File: src/rtl/dual_port_ram_access_ctrl.sv
// rtl/dual_port_ram_access_ctrl.sv - two-requester access controller for an 8x8 dual-port RAM
// Optional DUAL_PORT_COLLISION_CNT_EN adds a saturating collision counter on collision_cnt_o.
module dual_port_ram_access_ctrl #(
    parameter int ADDR_W    = 3,
    parameter int DATA_W    = 8,
    parameter int MAX_STALL = 4
) (
    input  logic              clk_i,
    input  logic              rst_ni,
    input  logic              req_valid_a_i,
    input  logic              req_valid_b_i,
    output logic              req_ready_a_o,
    output logic              req_ready_b_o,
    input  logic              req_we_a_i,
    input  logic              req_we_b_i,
    input  logic [ADDR_W-1:0] req_addr_a_i,
    input  logic [ADDR_W-1:0] req_addr_b_i,
    input  logic [DATA_W-1:0] req_wdata_a_i,
    input  logic [DATA_W-1:0] req_wdata_b_i,
    output logic              ram_en_a_o,
    output logic              ram_en_b_o,
    output logic              ram_we_a_o,
    output logic              ram_we_b_o,
    output logic [ADDR_W-1:0] ram_addr_a_o,
    output logic [ADDR_W-1:0] ram_addr_b_o,
    output logic [DATA_W-1:0] ram_data_a_o,
    output logic [DATA_W-1:0] ram_data_b_o,
    input  logic [DATA_W-1:0] ram_rdata_a_i,
    input  logic [DATA_W-1:0] ram_rdata_b_i,
    output logic              rd_valid_a_o,
    output logic              rd_valid_b_o,
    output logic [DATA_W-1:0] rd_data_a_o,
    output logic [DATA_W-1:0] rd_data_b_o,
    output logic [7:0]        collision_cnt_o
);

    typedef enum logic {
        PRI_A = 1'b0,
        PRI_B = 1'b1
    } pri_t;

    localparam logic [3:0] STALL_LIM = 4'(MAX_STALL);

    pri_t       state, state_n;
    logic [3:0] stall_cnt, stall_cnt_n;
    logic       collision;
    logic       stall_a, stall_b;
    logic       acc_a, acc_b;
    logic       rd_pend_a, rd_pend_b;

    assign collision = req_valid_a_i && req_valid_b_i
                    && (req_addr_a_i == req_addr_b_i)
                    && (req_we_a_i || req_we_b_i);

    // A write always beats a read to the same address so the read sees new data.
    always_comb begin
        stall_a = 1'b0;
        stall_b = 1'b0;
        if (collision) begin
            if (req_we_a_i && req_we_b_i) begin
                if (state == PRI_A) stall_b = 1'b1;
                else                stall_a = 1'b1;
            end else if (req_we_a_i) begin
                stall_b = 1'b1;
            end else begin
                stall_a = 1'b1;
            end
        end
    end

    assign req_ready_a_o = rst_ni && req_valid_a_i && !stall_a;
    assign req_ready_b_o = rst_ni && req_valid_b_i && !stall_b;
    assign acc_a = req_ready_a_o;
    assign acc_b = req_ready_b_o;

    always_comb begin
        state_n     = state;
        stall_cnt_n = stall_cnt;
        if (!req_valid_b_i || acc_b) begin
            stall_cnt_n = 4'd0;
        end else if (stall_cnt < STALL_LIM) begin
            stall_cnt_n = stall_cnt + 4'd1;
        end
        case (state)
            PRI_A: if (req_valid_b_i && !acc_b && stall_cnt_n >= STALL_LIM) state_n = PRI_B;
            PRI_B: if (acc_b) state_n = PRI_A;
            default: state_n = PRI_A;
        endcase
    end

    always_ff @(posedge clk_i or negedge rst_ni) begin
        if (!rst_ni) begin
            state     <= PRI_A;
            stall_cnt <= 4'd0;
        end else begin
            state     <= state_n;
            stall_cnt <= stall_cnt_n;
        end
    end

    always_ff @(posedge clk_i or negedge rst_ni) begin
        if (!rst_ni) begin
            ram_en_a_o   <= 1'b0;
            ram_we_a_o   <= 1'b0;
            ram_addr_a_o <= '0;
            ram_data_a_o <= '0;
            ram_en_b_o   <= 1'b0;
            ram_we_b_o   <= 1'b0;
            ram_addr_b_o <= '0;
            ram_data_b_o <= '0;
        end else begin
            ram_en_a_o <= acc_a;
            ram_we_a_o <= acc_a && req_we_a_i;
            if (acc_a)               ram_addr_a_o <= req_addr_a_i;
            if (acc_a && req_we_a_i) ram_data_a_o <= req_wdata_a_i;
            ram_en_b_o <= acc_b;
            ram_we_b_o <= acc_b && req_we_b_i;
            if (acc_b)               ram_addr_b_o <= req_addr_b_i;
            if (acc_b && req_we_b_i) ram_data_b_o <= req_wdata_b_i;
        end
    end

    // Read return: strobe to RAM, RAM output one cycle later, then captured here.
    always_ff @(posedge clk_i or negedge rst_ni) begin
        if (!rst_ni) begin
            rd_pend_a    <= 1'b0;
            rd_pend_b    <= 1'b0;
            rd_valid_a_o <= 1'b0;
            rd_valid_b_o <= 1'b0;
            rd_data_a_o  <= '0;
            rd_data_b_o  <= '0;
        end else begin
            rd_pend_a    <= ram_en_a_o && !ram_we_a_o;
            rd_pend_b    <= ram_en_b_o && !ram_we_b_o;
            rd_valid_a_o <= rd_pend_a;
            rd_valid_b_o <= rd_pend_b;
            if (rd_pend_a) rd_data_a_o <= ram_rdata_a_i;
            if (rd_pend_b) rd_data_b_o <= ram_rdata_b_i;
        end
    end

`ifdef DUAL_PORT_COLLISION_CNT_EN
    logic [7:0] coll_cnt;

    always_ff @(posedge clk_i or negedge rst_ni) begin
        if (!rst_ni) begin
            coll_cnt <= 8'd0;
        end else if (collision && coll_cnt != 8'hFF) begin
            coll_cnt <= coll_cnt + 8'd1;
        end
    end

    assign collision_cnt_o = coll_cnt;
`else
    assign collision_cnt_o = 8'd0;
`endif

endmodule
File: config.mk
export PLATFORM = sky130hd
export DESIGN_NAME = dual_port_ram_access_ctrl
export DESIGN_NICKNAME = d
export VERILOG_FILES = /design/src/rtl/dual_port_ram_access_ctrl.sv
export SDC_FILE = /design/constraint.sdc
export NUM_CORES = 1
export LEC_CHECK = 0
export ABC_AREA = 1
export BUFFER_PORTS_ARGS = -buffer_cell sky130_fd_sc_hd__buf_4
export CORE_UTILIZATION = 41
export DETAILED_ROUTE_END_ITERATION = 6
export PLACE_DENSITY = 0.78
export SLEW_MARGIN = 40
export SYNTH_ARGS = -nofsm -noshare
export SYNTH_HDL_FRONTEND = slang
export SYNTH_SLANG_ARGS = --single-unit
File: constraint.sdc
create_clock -name clk_i -period 1.18 [get_ports clk_i]
set_input_delay 0.118 -clock clk_i [delete_from_list [all_inputs] [get_ports clk_i]]
set_output_delay 0.118 -clock clk_i [all_outputs]
set_load 0.05 [all_outputs]
==> results_dict.tcl, run 1 <==
set metrics [dict create \
    ys_seq_area_share_pct 62.04 \
    grt_pass1_wl_um 7010 \
    ir_worst_vdd_uv 1306 \
    reg2reg_from "state" \
    maxCapViolations 0 \
    drive_above_1_share_pct 53.97 \
    final_common_cell "buf_4" \
    synth_cell_types 23 \
    fin_util_pct 68.31 \
    violations "negative setup slack" \
    core_area_um2 4786 \
    worst_ep_arrival_time_ns 1.31 \
    leakagePower_nw 1.754 \
    status "finished with violations" \
    grt_max_degree 44 \
    finalSetupViolations 27 \
    clk_latency_ns 0.30 \
    wl_met2_um 2495 \
    synth-seq-cells 51 \
    cts.clk_slew.worst_paths_ns 0.09 \
    overflow 0 \
    initial_core_util_pct 42.98 \
    drt_iter0_drc 48 \
    cts.path.max_buffers 2 \
    finClkSkew_ns 0.005999 \
    r2r-end "ram_addr_a_o[2]" \
    wire_per_inst_um 12.43 \
    fin_ws_ns -0.2466 \
    place_congestion 0.7893 \
    setup.worst_path.class "flop to primary output" \
    worst_hold_path_type "primary input to flop" \
    track_usage_pct 17.44 \
    cts_buffers 5 \
    final.min_clock_period_ns 1.427 \
    vias_per_cell 4.393 \
    cp-start-kind "flop" \
    synth-main-ff-cell "dfrtp_1" \
    root_buffer "clkbuf_8" \
    rsz0062_at_grt "yes" \
    crit_required_ns 1.06 \
    synth.avg_cell_area_um2 10.44 \
    reg2reg_depth 8 \
    num_rows 25 \
    report.final.hold_viol_count 0 \
    portBuffers 89 \
    wl_um 4747 \
    die_x_um 72.83 \
    fin_crit_sh_pct 120.9 \
    top_layer "met4" \
    finalSetupTns_ns -3.545 \
    area_growth_pct 58.94 \
    grt_pass1_vias 1608 \
    total_power_w 0.005219 \
    final_antenna_net_count 0 \
    synth_cells 197 \
    async_flop_share_pct 100.0 \
    syn-cell-area_um2 2057 \
    power_density_nw_per_um2 1596 \
    endpoint "req_ready_a_o" \
    antenna_found_initial 0 \
    cts_tree "done" \
    place_hpwl_um 3236 \
    maxSlewHeadroom_pct 65.32 \
    io_pins 98 \
    fp.dieH_um 72.83 \
    tightestPinTransition_ns 0.5202 \
    crit_start "state" \
    synth_warnings 0 \
    drv_slew 0 \
    mostFrequentLayoutCells "94 x buf_4, 51 x dfrtp_1, 46 x nand2_1" \
    fmax_ghz 0.7010 \
    dr.pass1.iters 4 \
    drc 0 \
    crit_fanout 2 \
    cts.sinks 51 \
    met3_length_um 307 \
    r2r_slack_ns -0.23 \
    nets 359 \
    cp-end-kind "primary output" \
    synth_edf_count 0 \
    wirelength_met1_um 1925 \
    h-tree-depth 2 \
    n_antenna_cell 0 \
    dieArea_um2 5304 \
    via_count 1678 \
    pre_cts_ws_ns -0.05104 \
]
[synthesized netlist by cell type (2+ instances only)]
library cell / count / area share, %
nand2_4: 3 / 1.6
mux2_2: 16 / 8.8
nand2_1: 72 / 13
clkbuf_1: 2 / 0.37
dfrtp_1: 51 / 62
inv_2: 4 / 0.73
o21ai_0: 7 / 1.7
buf_4: 8 / 2.9
inv_1: 14 / 2.6
nor2_1: 7 / 1.3
[logic make-up (layout without fill, tap and decap cells)]
logic type | count (synthesis) | count (layout) | synth area share, %
and+or+nand+nor | 86 | 88 | 17.52
DFF | 51 | 51 | 62.04
xor gates and xnor gates | 1 | 1 | 0.4259
muxes | 16 | 16 | 8.759
adders and majority gates | 1 | 1 | 0.6082
other | 1 | 8 | 0.1823
AOI/OAI and AO/OA | 11 | 11 | 3.163
buffers and inverters | 30 | 139 | 7.300
[where the power goes]
part           switching [W]  internal, W  total [W]
Clock               0.000591     0.000639    0.00123
Combinational        0.00124     0.000623    0.00186
Sequential          0.000143      0.00198    0.00213
Total                0.00197      0.00325    0.00522
[how the worst min path moves through the flow]
stage	startpoint	end	slack [ns]	cells past startpoint
after global routing	req_wdata_b_i[2]	ram_data_b_o[2]	0.004	3
after detailed placement	rst_ni	ram_addr_a_o[1]	-0.04	1
final	req_wdata_b_i[5]	ram_data_b_o[5]	0.006	3
after global placement	rst_ni	ram_addr_a_o[1]	-0.04	1
after floorplan	rst_ni	ram_addr_a_o[0]	-0.18	0
after CTS	req_wdata_b_i[5]	ram_data_b_o[5]	0.0007	3
[registers in the layout, summed over array words and instances (netlist names)]
name,count
state,1
ram_we_b_o,1
rd_data_b_o,8
rd_pend_a,1
ram_addr_a_o,3
rd_valid_b_o,1
ram_en_a_o,1
ram_data_b_o,8
rd_data_a_o,8
ram_en_b_o,1
ram_data_a_o,8
rd_valid_a_o,1
rd_pend_b,1
ram_addr_b_o,3
stall_cnt,4
ram_we_a_o,1
[stage by stage]
step | instance area [um^2] | cells | hold slack [ns]
2_1_floorplan | 2113 | 204 | -0.1776
3_3_place_gp | 2850 | 357 | -0.03666
3_5_place_dp | 2850 | 357 | -0.03662
4_1_cts | 3138 | 378 | 0.0007161
5_1_grt | 3269 | 382 | 0.004337
6_report | 3269 | 382 | 0.005577
[final cells by class]
| type | instances | area [um^2] |
|---|---|---|
| sequential | 51 | 1276 |
| multi-input combinational | 125 | 793.3 |
| inverter | 20 | 102.6 |
| clock inverter | 3 | 46.29 |
| tap | 67 | 83.83 |
| timing repair buffer | 109 | 875.8 |
| clock buffer | 5 | 68.82 |
| timing repair inverter | 2 | 22.52 |
| fill | 385 | 1516 |
[routing by layer]
metal,vias up,track usage [%]
li1,827,-
met1,780,20.13
met4,0,3.268
met3,3,5.110
met2,68,32.19
met5,-,0
[repair_timing]
item	in CTS	in global routing
hold buffers	6	2
setup buffers	4	2
endpoints found under the setup margin	20	31
gates resized for setup	24	33
cloned	3	1
pin swaps	6	7
endpoints found under the hold margin	12	2
[critical path, stage by stage (launching register included)]
cell,delay [ns]
dfrtp_1,0.40
a21oi_2,0.18
nand3b_1,0.15
nand2_2,0.08
clkinv_4,0.06
buf_8,0.13
Power figures use the tool's default switching activity.
==> run 2: changes to the inputs <==
- CORE_MARGIN: unset -> 5
- CORE_UTILIZATION: 41 -> 49
- PLACE_DENSITY: 0.78 -> 0.87
- clock period: 1.18 -> 1.7 ns (I/O delays scaled with it)
==> run 2 against run 1 <==
- the flow now finishes without violations
- first-iteration DRC count down 23%
- wire length down 6.7%
- highest routed layer unchanged
- global-route usage down 1.1 points
- clock-buffer cell count up 1
- via count down 7.2%
==> results_dict.tcl, run 2 (synthesized netlist as in run 1, its figures left out) <==
set metrics [dict create \
    drive_above_1_share_pct 42.81 \
    via_count 1558 \
    pwr-share-clk_pct 22.5 \
    fin_ws_ns 0.09544 \
    grt_max_degree 49 \
    vias_per_cell 4.556 \
    finalSetupViolations 0 \
    overflow 0 \
    finalSetupTns_ns 0 \
    place_hpwl_um 3595 \
    min_from "req_wdata_b_i[6]" \
    power_frac_comb_pct 34.8 \
    cp_common_cell "buf_4" \
    crit_start "rst_ni" \
    pwr-share-seq_pct 42.7 \
    worst_hold_path_type "primary input to flop" \
    nets 337 \
    dieArea_um2 5594 \
    grt_pass1_vias 1609 \
    drc 0 \
    fmax_ghz 0.6232 \
    cp-start-kind "primary input" \
    reg2reg_from "state" \
    cp_slowest_stage_delay_ns 0.56 \
    p_sw_w 0.001268 \
    final_antenna_net_count 0 \
    leakagePower_nw 1.588 \
    setup.worst_path.class "primary input to primary output" \
    io_pins 98 \
    r2r_slack_ns 0.37 \
    hold_end "ram_data_b_o[6]" \
    critPathBufInv 5 \
    switching_share_pct 36.71 \
    crit_fanout 10 \
    status "finished, final reports clean" \
    root_buffer "clkbuf_8" \
    antenna_found_initial 0 \
    fp.dieH_um 74.79 \
    reg2reg_depth 8 \
    pre_cts_ws_ns 0.3673 \
    die_x_um 74.79 \
    h-tree-depth 2 \
    drt_iter0_drc 37 \
    clk_latency_ns 0.29 \
    slowest_stage "dlygate4sd3_1" \
    cp-end-kind "primary output" \
    cts_setup_buffers 0 \
    path_cells "dlygate4sd3_1 > buf_4 > nand2_1 > inv_1 > nand2_4 > inv_2 > buf_4" \
    area_growth_pct 39.54 \
    cts_buffers 5 \
    wl_um 4427 \
    r2r-end "ram_data_a_o[7]" \
    drv_slew 0 \
    ir_worst_vdd_uv 710.7 \
    grt_pass1_wl_um 6858 \
    cts.path.max_buffers 2 \
    cts.clk_slew.worst_paths_ns 0.08 \
    worst_ep_arrival_time_ns 1.43 \
    track_usage_pct 16.29 \
    maxSlewHeadroom_pct 61.70 \
    report.final.hold_viol_count 0 \
    place_congestion 0.7245 \
    finClkSkew_ns 0.004913 \
    wire_per_inst_um 12.94 \
    power_density_nw_per_um2 1203 \
    fin_crit_sh_pct 94.39 \
    final.min_clock_period_ns 1.605 \
    critPathTopFamily "buffers and inverters" \
    n_antenna_cell 0 \
    initial_core_util_pct 51.06 \
    core_area_um2 4029 \
    rsz0062_at_grt "no" \
    cts.sinks 51 \
    final_common_cell "buf_4" \
    portBuffers 89 \
    tightestPinTransition_ns 0.5745 \
    maxCapViolations 0 \
    cellInternalPower_w 0.002186 \
    num_rows 23 \
    crit_required_ns 1.53 \
    mostFrequentLayoutCells "89 x buf_4, 72 x nand2_1, 51 x dfrtp_1" \
    fillerInstances 314 \
    cts_tree "done" \
    whs_ns 0.06680 \
    whs_path_depth 3 \
    dr.pass1.iters 4 \
]
## run 2: cell count changes in the layout (fill, tap and decap cells not counted), sizes merged
| cell | delta |
|---|---|
| dlygate4sd3 | -7 |
| clkbuf | +1 |
| buf | -11 |
| clkinv | -1 |
| clkinvlp | -1 |
| inv | -2 |
| nand2 | -2 |
## run 2: worst register-to-register path, stage by stage (launching register included)
cell      delay [ns]
dfrtp_1         0.41
a21oi_2         0.18
nand3b_1        0.14
nand2_2         0.10
inv_2           0.11
nand2_4         0.11
inv_6           0.10
nand2_1         0.06
nand2_1         0.06
## run 2: repair_timing
item                       4_1_cts  5_1_grt
hold endpoints to repair         3        0
gates resized for setup          0        1
hold buffers                     1        0
setup endpoints to repair        0        1
## run 2: stage by stage
| step | instance area, um^2 | instances | power, W | utilization, % |
|---|---|---|---|---|
| final | 2870 | 342 | 0.003454 | 71.24 |
| after global routing | 2870 | 342 | 0.003610 | 71.24 |
| after CTS | 2867 | 342 | 0.003498 | 71.15 |
| after detailed placement | 2754 | 334 | 0.002711 | 68.35 |
| after global placement | 2754 | 334 | 0.002686 | 68.35 |
| after floorplan | 2083 | 204 | 0.002287 | - |
## run 2: area by class of cell
cell class,count,area [um^2],share of cell area [%]
Tap cell,50,62.56,2.180
Clock buffer,6,72.57,2.528
Multi-Input combinational cell,123,656.9,22.89
Sequential cell,51,1276,44.46
Clock inverter,1,30.03,1.046
Timing Repair Buffer,91,689.4,24.02
Inverter,20,82.58,2.877
## run 2: worst max-delay path by stage
stage / to / cells after the start
after floorplan: ram_data_a_o[0] / 8
after global placement: ram_data_a_o[6] / 8
after detailed placement: ram_data_a_o[7] / 12
after CTS: req_ready_a_o / 5
after global routing: req_ready_a_o / 5
final: req_ready_b_o / 7
## run 2: power by group through the flow
stage	Combinational, W	Clock [W]	Sequential, W
after floorplan	0.000253	0	0.00203
after global placement	0.00119	0	0.00149
after detailed placement	0.00121	0	0.00150
after CTS	0.00121	0.000807	0.00148
after global routing	0.00127	0.000840	0.00150
final	0.00120	0.000778	0.00147
## run 2: per-layer routing
metal / vias to the layer above / global-route usage (%) / part of all wire, %
met5: - / 0 / 0
li1: 780 / - / -
met3: 5 / 6.542 / 13
met4: 0 / 4.150 / 0.90
met2: 74 / 27.32 / 45
met1: 699 / 19.74 / 41
